==> config.mk <==
export PLATFORM = sky130hd
export DESIGN_NAME = booth_seq_mult_hilo
export DESIGN_NICKNAME = d
export VERILOG_FILES = /design/src/rtl/booth_seq_mult_hilo.sv
export SDC_FILE = /design/constraint.sdc
export NUM_CORES = 1
export LEC_CHECK = 0
export BUFFER_PORTS_ARGS = -buffer_cell sky130_fd_sc_hd__clkbuf_2
export CAP_MARGIN = 20
export CORE_MARGIN = 1
export CORE_UTILIZATION = 45
export DETAILED_ROUTE_END_ITERATION = 6
export PLACE_DENSITY = 0.67
export SLEW_MARGIN = 30
export SYNTH_ARGS = -nofsm -noshare
export SYNTH_HDL_FRONTEND = slang
export SYNTH_SLANG_ARGS = --single-unit
==> constraint.sdc <==
create_clock -name clock -period 7.78 [get_ports clock]
set_input_delay 1.556 -clock clock [delete_from_list [all_inputs] [get_ports clock]]
set_output_delay 1.556 -clock clock [all_outputs]
set_load 0.03 [all_outputs]
==> src/rtl/booth_seq_mult_hilo.sv <==
// Sequential signed radix-2 Booth multiplier, one step per clock, HI/LO result.
// Ports: clock, clear (sync, active-low), start, a, b -> busy, done, hi_out, lo_out.
module booth_seq_mult_hilo #(
  parameter int WIDTH = 32
) (
  input  logic             clock,
  input  logic             clear,
  input  logic             start,
  input  logic [WIDTH-1:0] a,
  input  logic [WIDTH-1:0] b,
  output logic             busy,
  output logic             done,
  output logic [WIDTH-1:0] hi_out,
  output logic [WIDTH-1:0] lo_out
);

  localparam int CW = $clog2(WIDTH + 1);

  typedef enum logic [1:0] {
    IDLE = 2'd0,
    RUN  = 2'd1,
    DONE = 2'd2
  } state_t;

  state_t state, state_nxt;

  logic [WIDTH:0]   m_q;
  logic [WIDTH:0]   acc_q;
  logic [WIDTH:0]   sum;
  logic [WIDTH:0]   acc_nxt;
  logic [WIDTH-1:0] q_q;
  logic [WIDTH-1:0] q_nxt;
  logic             qm1_q;
  logic             qm1_nxt;
  logic [CW-1:0]    cnt_q;
  logic             last;

  assign last = (cnt_q == CW'(1));

  // One Booth step: add/sub M, then arithmetic shift of {A,Q,q_m1}.
  always_comb begin
    sum = acc_q;
    unique case ({q_q[0], qm1_q})
      2'b01:   sum = acc_q + m_q;
      2'b10:   sum = acc_q - m_q;
      default: sum = acc_q;
    endcase
    acc_nxt = {sum[WIDTH], sum[WIDTH:1]};
    q_nxt   = {sum[0], q_q[WIDTH-1:1]};
    qm1_nxt = q_q[0];
  end

  always_ff @(posedge clock) begin
    if (!clear) state <= IDLE;
    else        state <= state_nxt;
  end

  always_comb begin
    state_nxt = state;
    unique case (state)
      IDLE:    if (start) state_nxt = RUN;
      RUN:     if (last)  state_nxt = DONE;
      DONE:    state_nxt = IDLE;
      default: state_nxt = IDLE;
    endcase
  end

  always_comb begin
    busy = (state != IDLE);
    done = (state == DONE);
  end

  always_ff @(posedge clock) begin
    if (!clear) begin
      m_q    <= '0;
      acc_q  <= '0;
      q_q    <= '0;
      qm1_q  <= 1'b0;
      cnt_q  <= '0;
      hi_out <= '0;
      lo_out <= '0;
    end else begin
      unique case (state)
        IDLE: begin
          if (start) begin
            m_q   <= {a[WIDTH-1], a};
            acc_q <= '0;
            q_q   <= b;
            qm1_q <= 1'b0;
            cnt_q <= CW'(WIDTH);
          end
        end
        RUN: begin
          acc_q <= acc_nxt;
          q_q   <= q_nxt;
          qm1_q <= qm1_nxt;
          cnt_q <= cnt_q - 1'b1;
          if (last) begin
            hi_out <= acc_nxt[WIDTH-1:0];
            lo_out <= q_nxt;
          end
        end
        default: ;
      endcase
    end
  end

endmodule
### Yosys cells after proc, flatten, opt, wreduce, memory -nomap -nowiden

Index checks and enable logic that the tools add are counted.

* input port bits: 67
* register bits: 170
* word-level logic and storage cells: 37
* output and inout bits: 66

* $add $sub $neg: 3
* muxes and demuxes: 12
* equality and inequality tests: 7
* reductions and logical operators: 7

Operator list (count)
* one-hot mux 33 bit (2 select lines): 2
* one-hot mux 32 bit (2 select lines): 1
* adder 33 bit: 1
* 2-to-1 mux 33 bit: 1
* subtractor 33 bit: 1
* 2-to-1 mux 32 bit: 1
* one-hot mux 6 bit (2 select lines): 1
* AND reduction 2 bit: 4
* equality test 6 x 1 -> 1 bit, second input constant: 1
* 2-to-1 mux 6 bit: 1
* subtractor 6 x 1 -> 6 bit, second input constant: 1
* equality test 2 x 1 -> 1 bit, second input constant: 2
* equality test 2 bit, second input constant: 2
* 2-to-1 mux 2 bit: 2
* != test 2 bit, second input constant: 2
* one-hot mux 2 bit (2 select lines): 1
* nonzero test 2 bit: 2
* logical NOT 2 bit: 1
* one-hot mux 1 bit (2 select lines): 1
* 2-to-1 mux 1 bit: 1

### Longest topological paths before layout

* depth in word-level cells: 3
* mapped depth: 17
* mapped depth without buffers: 16

### Worst setup path before layout

No wires, ideal clock.

* path type: register to register
* start point: register m_q[2]
* end point: register acc_q[31]
* setup slack: 3.706 ns
* cell stages (with the launch flop): 17
* data arrival time: 4.011 ns
* required time: 7.717 ns
* path buffers: 0
* path through: dfxtp_1 nor2_1 nor4b_1 nand2_1 or2_2 nor4_1 a21oi_1 xnor2_1 ha_1 a21o_1 a21o_1 a211o_1 nand3_1 nand2_1 a41o_1 or4_1 nand3_1

* word-level cells in the longest chain between the ends: 3
* elaborated cells on any way between the ends: 4

Ends and longest elaborated chain
* start, declared: RTL line 27 `logic [WIDTH:0] m_q;`
* start signal, assigned: RTL line 86 `m_q <= {a[WIDTH-1], a};`
* subtractor 33 bit or adder 33 bit (tied branches): RTL line 45, 44
* one-hot mux 33 bit (2 select lines) (*): RTL line 43 `unique case ({q_q[0], qm1_q})`
* one-hot mux 33 bit (2 select lines) (*): RTL line 83 `unique case (state)`
* end signal, assigned: RTL line 94 `acc_q <= acc_nxt;`
* end, declared: RTL line 28 `logic [WIDTH:0] acc_q;`

Mark *: on every way between the ends. The rest lies on a longest branch, timed or not.
A chain may end at the register's enable or synchronous reset.

### Final worst setup path

* start point: register m_q[5]
* end point: register acc_q[31]

Same word-level chain as after synthesis.

==> impl_results.html <==
<table>
<tr><th>Metric</th><th>Value</th></tr>
<tr><th colspan="2">Status</th></tr>
<tr><td>Run status</td><td>finished, final reports clean</td></tr>
<tr><th colspan="2">Global routing</th></tr>
<tr><td>Initial antenna violation count</td><td>0</td></tr>
<tr><td>Largest net degree at the start of global routing</td><td>just under 80</td></tr>
<tr><td>Wire length of the first global-routing pass</td><td>around 40 mm</td></tr>
<tr><td>Number of global-route vias before repair</td><td>7876</td></tr>
<tr><td>Aggregate global routing overflow</td><td>0</td></tr>
<tr><td>Global Route Usage Sum</td><td>0.245</td></tr>
<tr><th colspan="2">Die</th></tr>
<tr><td>Total Die Area</td><td>between 20000 and 25000 um2</td></tr>
<tr><td>Row cnt</td><td>51</td></tr>
<tr><td>Area inside the core boundary</td><td>19500 um2</td></tr>
<tr><td>Starting Density</td><td>0.460</td></tr>
<tr><td>Die Span X</td><td>~140 um</td></tr>
<tr><td>Height of the die</td><td>about 140 um</td></tr>
<tr><td>Boundary Pins</td><td>between 100 and 150</td></tr>
<tr><th colspan="2">Detailed routing</th></tr>
<tr><td>Routed vias</td><td>8650</td></tr>
<tr><td>Detailed Route WL</td><td>roughly 24 mm</td></tr>
<tr><td>Wire length per cell after detailed routing</td><td>approximately 16 um</td></tr>
<tr><td>DRC viols</td><td>0</td></tr>
<tr><td>Number of nets with antenna violations after detailed routing</td><td>0</td></tr>
<tr><td>First drt pass iteration count</td><td>5</td></tr>
<tr><td>Via-to-Cell Ratio</td><td>~5.6</td></tr>
<tr><td>Initial detailed-routing violation count</td><td>605</td></tr>
<tr><th colspan="2">Clock tree</th></tr>
<tr><td>Sinks on Clock Net</td><td>roughly 170</td></tr>
<tr><td>Number of CTS-inserted buffers</td><td>17</td></tr>
<tr><td>Post-CTS setup buffer count</td><td>0</td></tr>
<tr><td>Resized cells post-CTS</td><td>0</td></tr>
<tr><td>Clock root buffer master</td><td>sky130_fd_sc_hd__clkbuf_16</td></tr>
<tr><td>TritonCTS clock tree</td><td>done</td></tr>
<tr><td>Number of buffers between clock root and the deepest sink</td><td>2</td></tr>
<tr><td>Clk_lat worst skew</td><td>approximately 0.44 ns</td></tr>
<tr><td># H-tree levels</td><td>4</td></tr>
<tr><td>Clock slew at reported path FFs</td><td>0.07 ns</td></tr>
<tr><td>Hold-fix buffers, CTS</td><td>0</td></tr>
<tr><th colspan="2">Power and ir drop</th></tr>
<tr><td>Fraction of power spent switching nets</td><td>0.338</td></tr>
<tr><td>Clock share of power</td><td>0.364</td></tr>
<tr><td>Power density over the cells</td><td>about 220 nW/um2</td></tr>
<tr><td>Switching power summed over all nets</td><td>784 uW</td></tr>
<tr><td>Part of the total power dissipated in combinational logic</td><td>0.230</td></tr>
<tr><td>Total leakage power</td><td>0.00410 uW</td></tr>
<tr><td>Total internal power</td><td>around 1500 uW</td></tr>
<tr><td>Sequential share of power</td><td>0.406</td></tr>
<tr><td>Maximum vdd ir drop</td><td>between 0.0001 and 0.00015 V</td></tr>
<tr><th colspan="2">Layout</th></tr>
<tr><td>Multi-input gate area</td><td>~5200 um2</td></tr>
<tr><td>Fin nets</td><td>between 1k and 1.5k</td></tr>
<tr><td>Layout cells sized above 1</td><td>0.154</td></tr>
<tr><td>Layout overhead on the synthesized area</td><td>15.6%</td></tr>
<tr><td>Fin area</td><td>around 10000 um2</td></tr>
<tr><td>Number of inserted filler cells in the final layout</td><td>1933</td></tr>
<tr><td>Footprint of the flip-flops and latches</td><td>about 3400 um2</td></tr>
<tr><td>Antenna Cells</td><td>0</td></tr>
<tr><th colspan="2">STA</th></tr>
<tr><td>Transition at the pin with the smallest max-transition slack</td><td>approximately 0.87 ns</td></tr>
<tr><td>Number of hold violations in the final report</td><td>0</td></tr>
<tr><td>Max frequency</td><td>roughly 220 MHz</td></tr>
<tr><td>Post-Route Hold Slack</td><td>approximately 0.46 ns</td></tr>
<tr><td>Minimum period implied by the final worst setup slack</td><td>between 4 and 5 ns</td></tr>
<tr><td>Unrepaired setup endpoints after global routing</td><td>false</td></tr>
<tr><td>Setup_tns</td><td>0 ns</td></tr>
<tr><td>Final setup skew</td><td>~0.015 ns</td></tr>
<tr><td>Number of max-slew violations in the final report</td><td>0</td></tr>
<tr><td>Endpoints failing setup</td><td>0</td></tr>
<tr><td>Max-slew headroom</td><td>0.417</td></tr>
<tr><td>Final Cycle Share</td><td>0.573</td></tr>
<tr><th colspan="2">Logic synthesis</th></tr>
<tr><td>Register bit count reported by yosys</td><td>between 150 and 200</td></tr>
<tr><td>Sequential area share after synthesis</td><td>0.377</td></tr>
<tr><td>Cell count after synthesis</td><td>1182</td></tr>
<tr><td>Distinct cells, synth</td><td>roughly 60</td></tr>
<tr><td>Async S/R FF share, synth</td><td>0</td></tr>
<tr><td>Ys Warns</td><td>0</td></tr>
<tr><td>Mapped Avg Cell Area</td><td>7.60 um2</td></tr>
<tr><td>Post-Synthesis Cell Area</td><td>approximately 9000 um2</td></tr>
<tr><td>Count of flip-flops with a built-in enable after synthesis</td><td>0</td></tr>
<tr><td>Flip-flop cell with the highest count after synthesis</td><td>sky130_fd_sc_hd__dfxtp_1</td></tr>
<tr><td>Net Count, Synth</td><td>1286</td></tr>
<tr><th colspan="2">Min path</th></tr>
<tr><td>Instance count along the most critical hold path</td><td>2</td></tr>
<tr><td>Class of the tightest hold or removal check</td><td>reg -&gt; reg</td></tr>
<tr><td>Hold path start</td><td>lo_out[0]$_SDFFE_PN0P_</td></tr>
<tr><td>Hold Path Sink</td><td>lo_out[0]$_SDFFE_PN0P_</td></tr>
<tr><th colspan="2">Worst setup path</th></tr>
<tr><td>Slack of the worst reg-to-reg path</td><td>about 3.3 ns</td></tr>
<tr><td>Startpoint type of the worst setup path</td><td>flop</td></tr>
<tr><td>Critical Setup Path Class</td><td>reg -&gt; reg</td></tr>
<tr><td>Critical Path AT</td><td>~4.8 ns</td></tr>
<tr><td>Launching element of the worst setup path</td><td>m_q[5]$_SDFFE_PN0P_</td></tr>
<tr><td>Number of cells on the worst reg-to-reg path</td><td>16</td></tr>
<tr><td>Worst Setup End Kind</td><td>flop</td></tr>
<tr><td>Capturing point of the worst reg2reg path</td><td>acc_q[31]$_SDFFE_PN0P_</td></tr>
<tr><td>Highest net fanout along the worst path</td><td>6</td></tr>
<tr><td>Reg-to-reg startpoint</td><td>m_q[5]$_SDFFE_PN0P_</td></tr>
<tr><td>Req. time, crit path</td><td>slightly above 8 ns</td></tr>
<tr><th colspan="2">Placed design</th></tr>
<tr><td>IO buf count</td><td>around 130</td></tr>
<tr><td>Area after DPL</td><td>9780 um2</td></tr>
<tr><td>Detail Placement HPWL</td><td>16.6 mm</td></tr>
<tr><td>Routability congestion estimate from global placement</td><td>a little under 0.9</td></tr>
<tr><th colspan="2">Run</th></tr>
<tr><td>Count of maximum capacitance violations</td><td>0</td></tr>
</table>
==> power by group through the flow <==
stage / clock network (uW) / logic (uW) / registers [uW]
2_1_floorplan: 0 / 395 / 959
3_3_place_gp: 0 / 522 / 960
3_5_place_dp: 0 / 525 / 960
4_1_cts: 863 / 528 / 941
5_1_grt: 895 / 594 / 947
6_report: 846 / 533 / 942
==> critical path: stages, from the launching register on <==
cell	delay, ns
sky130_fd_sc_hd__dfxtp_1	0.37
sky130_fd_sc_hd__or4_4	0.60
sky130_fd_sc_hd__nor2_1	0.15
sky130_fd_sc_hd__nand2_1	0.07
sky130_fd_sc_hd__or2_2	0.30
sky130_fd_sc_hd__nor4_1	0.52
sky130_fd_sc_hd__a21oi_1	0.17
sky130_fd_sc_hd__xnor2_1	0.17
sky130_fd_sc_hd__ha_1	0.25
sky130_fd_sc_hd__a21o_1	0.22
sky130_fd_sc_hd__a21o_1	0.24
sky130_fd_sc_hd__a211o_1	0.35
sky130_fd_sc_hd__nand3_1	0.09
sky130_fd_sc_hd__nand2_1	0.05
sky130_fd_sc_hd__a41o_1	0.24
sky130_fd_sc_hd__or4_1	0.53
sky130_fd_sc_hd__nand3_1	0.08
==> how the worst max path moves through the flow <==
| stage | endpoint | slack, ns | cells past startpoint |
|---|---|---|---|
| 6_report | acc_q[31]$_SDFFE_PN0P_ | 3.33 | 16 |
| 3_3_place_gp | hi_out[31]$_SDFFE_PN0P_ | 3.41 | 16 |
| 3_5_place_dp | acc_q[31]$_SDFFE_PN0P_ | 3.36 | 16 |
| 5_1_grt | acc_q[31]$_SDFFE_PN0P_ | 3.06 | 16 |
| 4_1_cts | acc_q[31]$_SDFFE_PN0P_ | 3.32 | 16 |
| 2_1_floorplan | acc_q[31]$_SDFFE_PN0P_ | 3.71 | 16 |
==> metrics by stage <==
step / util / worst slack [ns] / cells / total power (uW)
6_report: 0.532 / 3.33 / 1541 / 2320
2_1_floorplan: - / 3.71 / 1182 / 1350
4_1_cts: 0.532 / 3.32 / 1541 / 2330
5_1_grt: 0.532 / 3.06 / 1541 / 2440
3_3_place_gp: 0.500 / 3.41 / 1509 / 1480
3_5_place_dp: 0.501 / 3.36 / 1509 / 1490
==> cells by family after synthesis <==
kind of cell	Yosys count	synth area share
and+or+nand+nor	449	0.221
AOI/OAI and AO/OA	367	0.249
DFF	169	0.377
buffers and inverters	102	0.0426
xor gates and xnor gates	48	0.0468
adders and majority gates	37	0.0524
muxes	10	0.0116
==> flip-flops by register name (all words and copies together), names as in the netlist <==
register,cells
q_q,32
acc_q,32
qm1_q,1
m_q,32
state,2
lo_out,32
cnt_q,6
hi_out,32
==> cell type report <==
type	count	area share
sequential	169	0.326
multi-input combinational	911	0.505
tap	265	0.0319
inverter	21	0.00783
clock buffer	17	0.0410
clock inverter	15	0.0172
timing repair buffer	143	0.0716
==> metal layers <==
metal  GRT usage  up-vias  share of wire
li1            -     4343              -
met1       0.343     4014           0.48
met2       0.369      265           0.43
met3      0.0617       28          0.076
met4      0.0689        0          0.014
met5           0        -              0
==> cell usage in the layout, fill, tap and decap left out, types with 6 or more instances in the layout <==
master and n:
sky130_fd_sc_hd__dfxtp_1 169, sky130_fd_sc_hd__inv_1 20, sky130_fd_sc_hd__or4_1 8, sky130_fd_sc_hd__o21ai_0 43
sky130_fd_sc_hd__a31oi_1 18, sky130_fd_sc_hd__a21o_1 15, sky130_fd_sc_hd__a211oi_1 12, sky130_fd_sc_hd__nand4_1 6
sky130_fd_sc_hd__nand2b_1 11, sky130_fd_sc_hd__buf_4 11, sky130_fd_sc_hd__xor2_1 9, sky130_fd_sc_hd__o21a_1 11
sky130_fd_sc_hd__nor2_1 84, sky130_fd_sc_hd__nor4_1 8, sky130_fd_sc_hd__ha_1 36, sky130_fd_sc_hd__nand3_1 35
sky130_fd_sc_hd__a21oi_1 182, sky130_fd_sc_hd__nand2_1 235, sky130_fd_sc_hd__mux2i_1 7, sky130_fd_sc_hd__xnor2_1 39
sky130_fd_sc_hd__nor3_1 25, sky130_fd_sc_hd__o2111ai_1 6, sky130_fd_sc_hd__a22oi_1 33, sky130_fd_sc_hd__o211ai_1 7
sky130_fd_sc_hd__clkbuf_16 17, sky130_fd_sc_hd__clkbuf_2 132
==> cells in the mapped netlist, drive strengths merged, types with 12 or more instances <==
library cell,n,area [um2]
nor2,85,319
clkbuf,74,278
nand2,237,890
inv,21,78.8
a31oi,18,113
ha,36,450
nand3,35,175
a22oi,33,248
a21o,15,113
nor3,26,130
a211oi,12,90.1
a21oi,182,911
o21ai,43,215
xnor2,39,342
dfxtp,169,3380
Note: power is estimated with default switching activity, not from simulation.
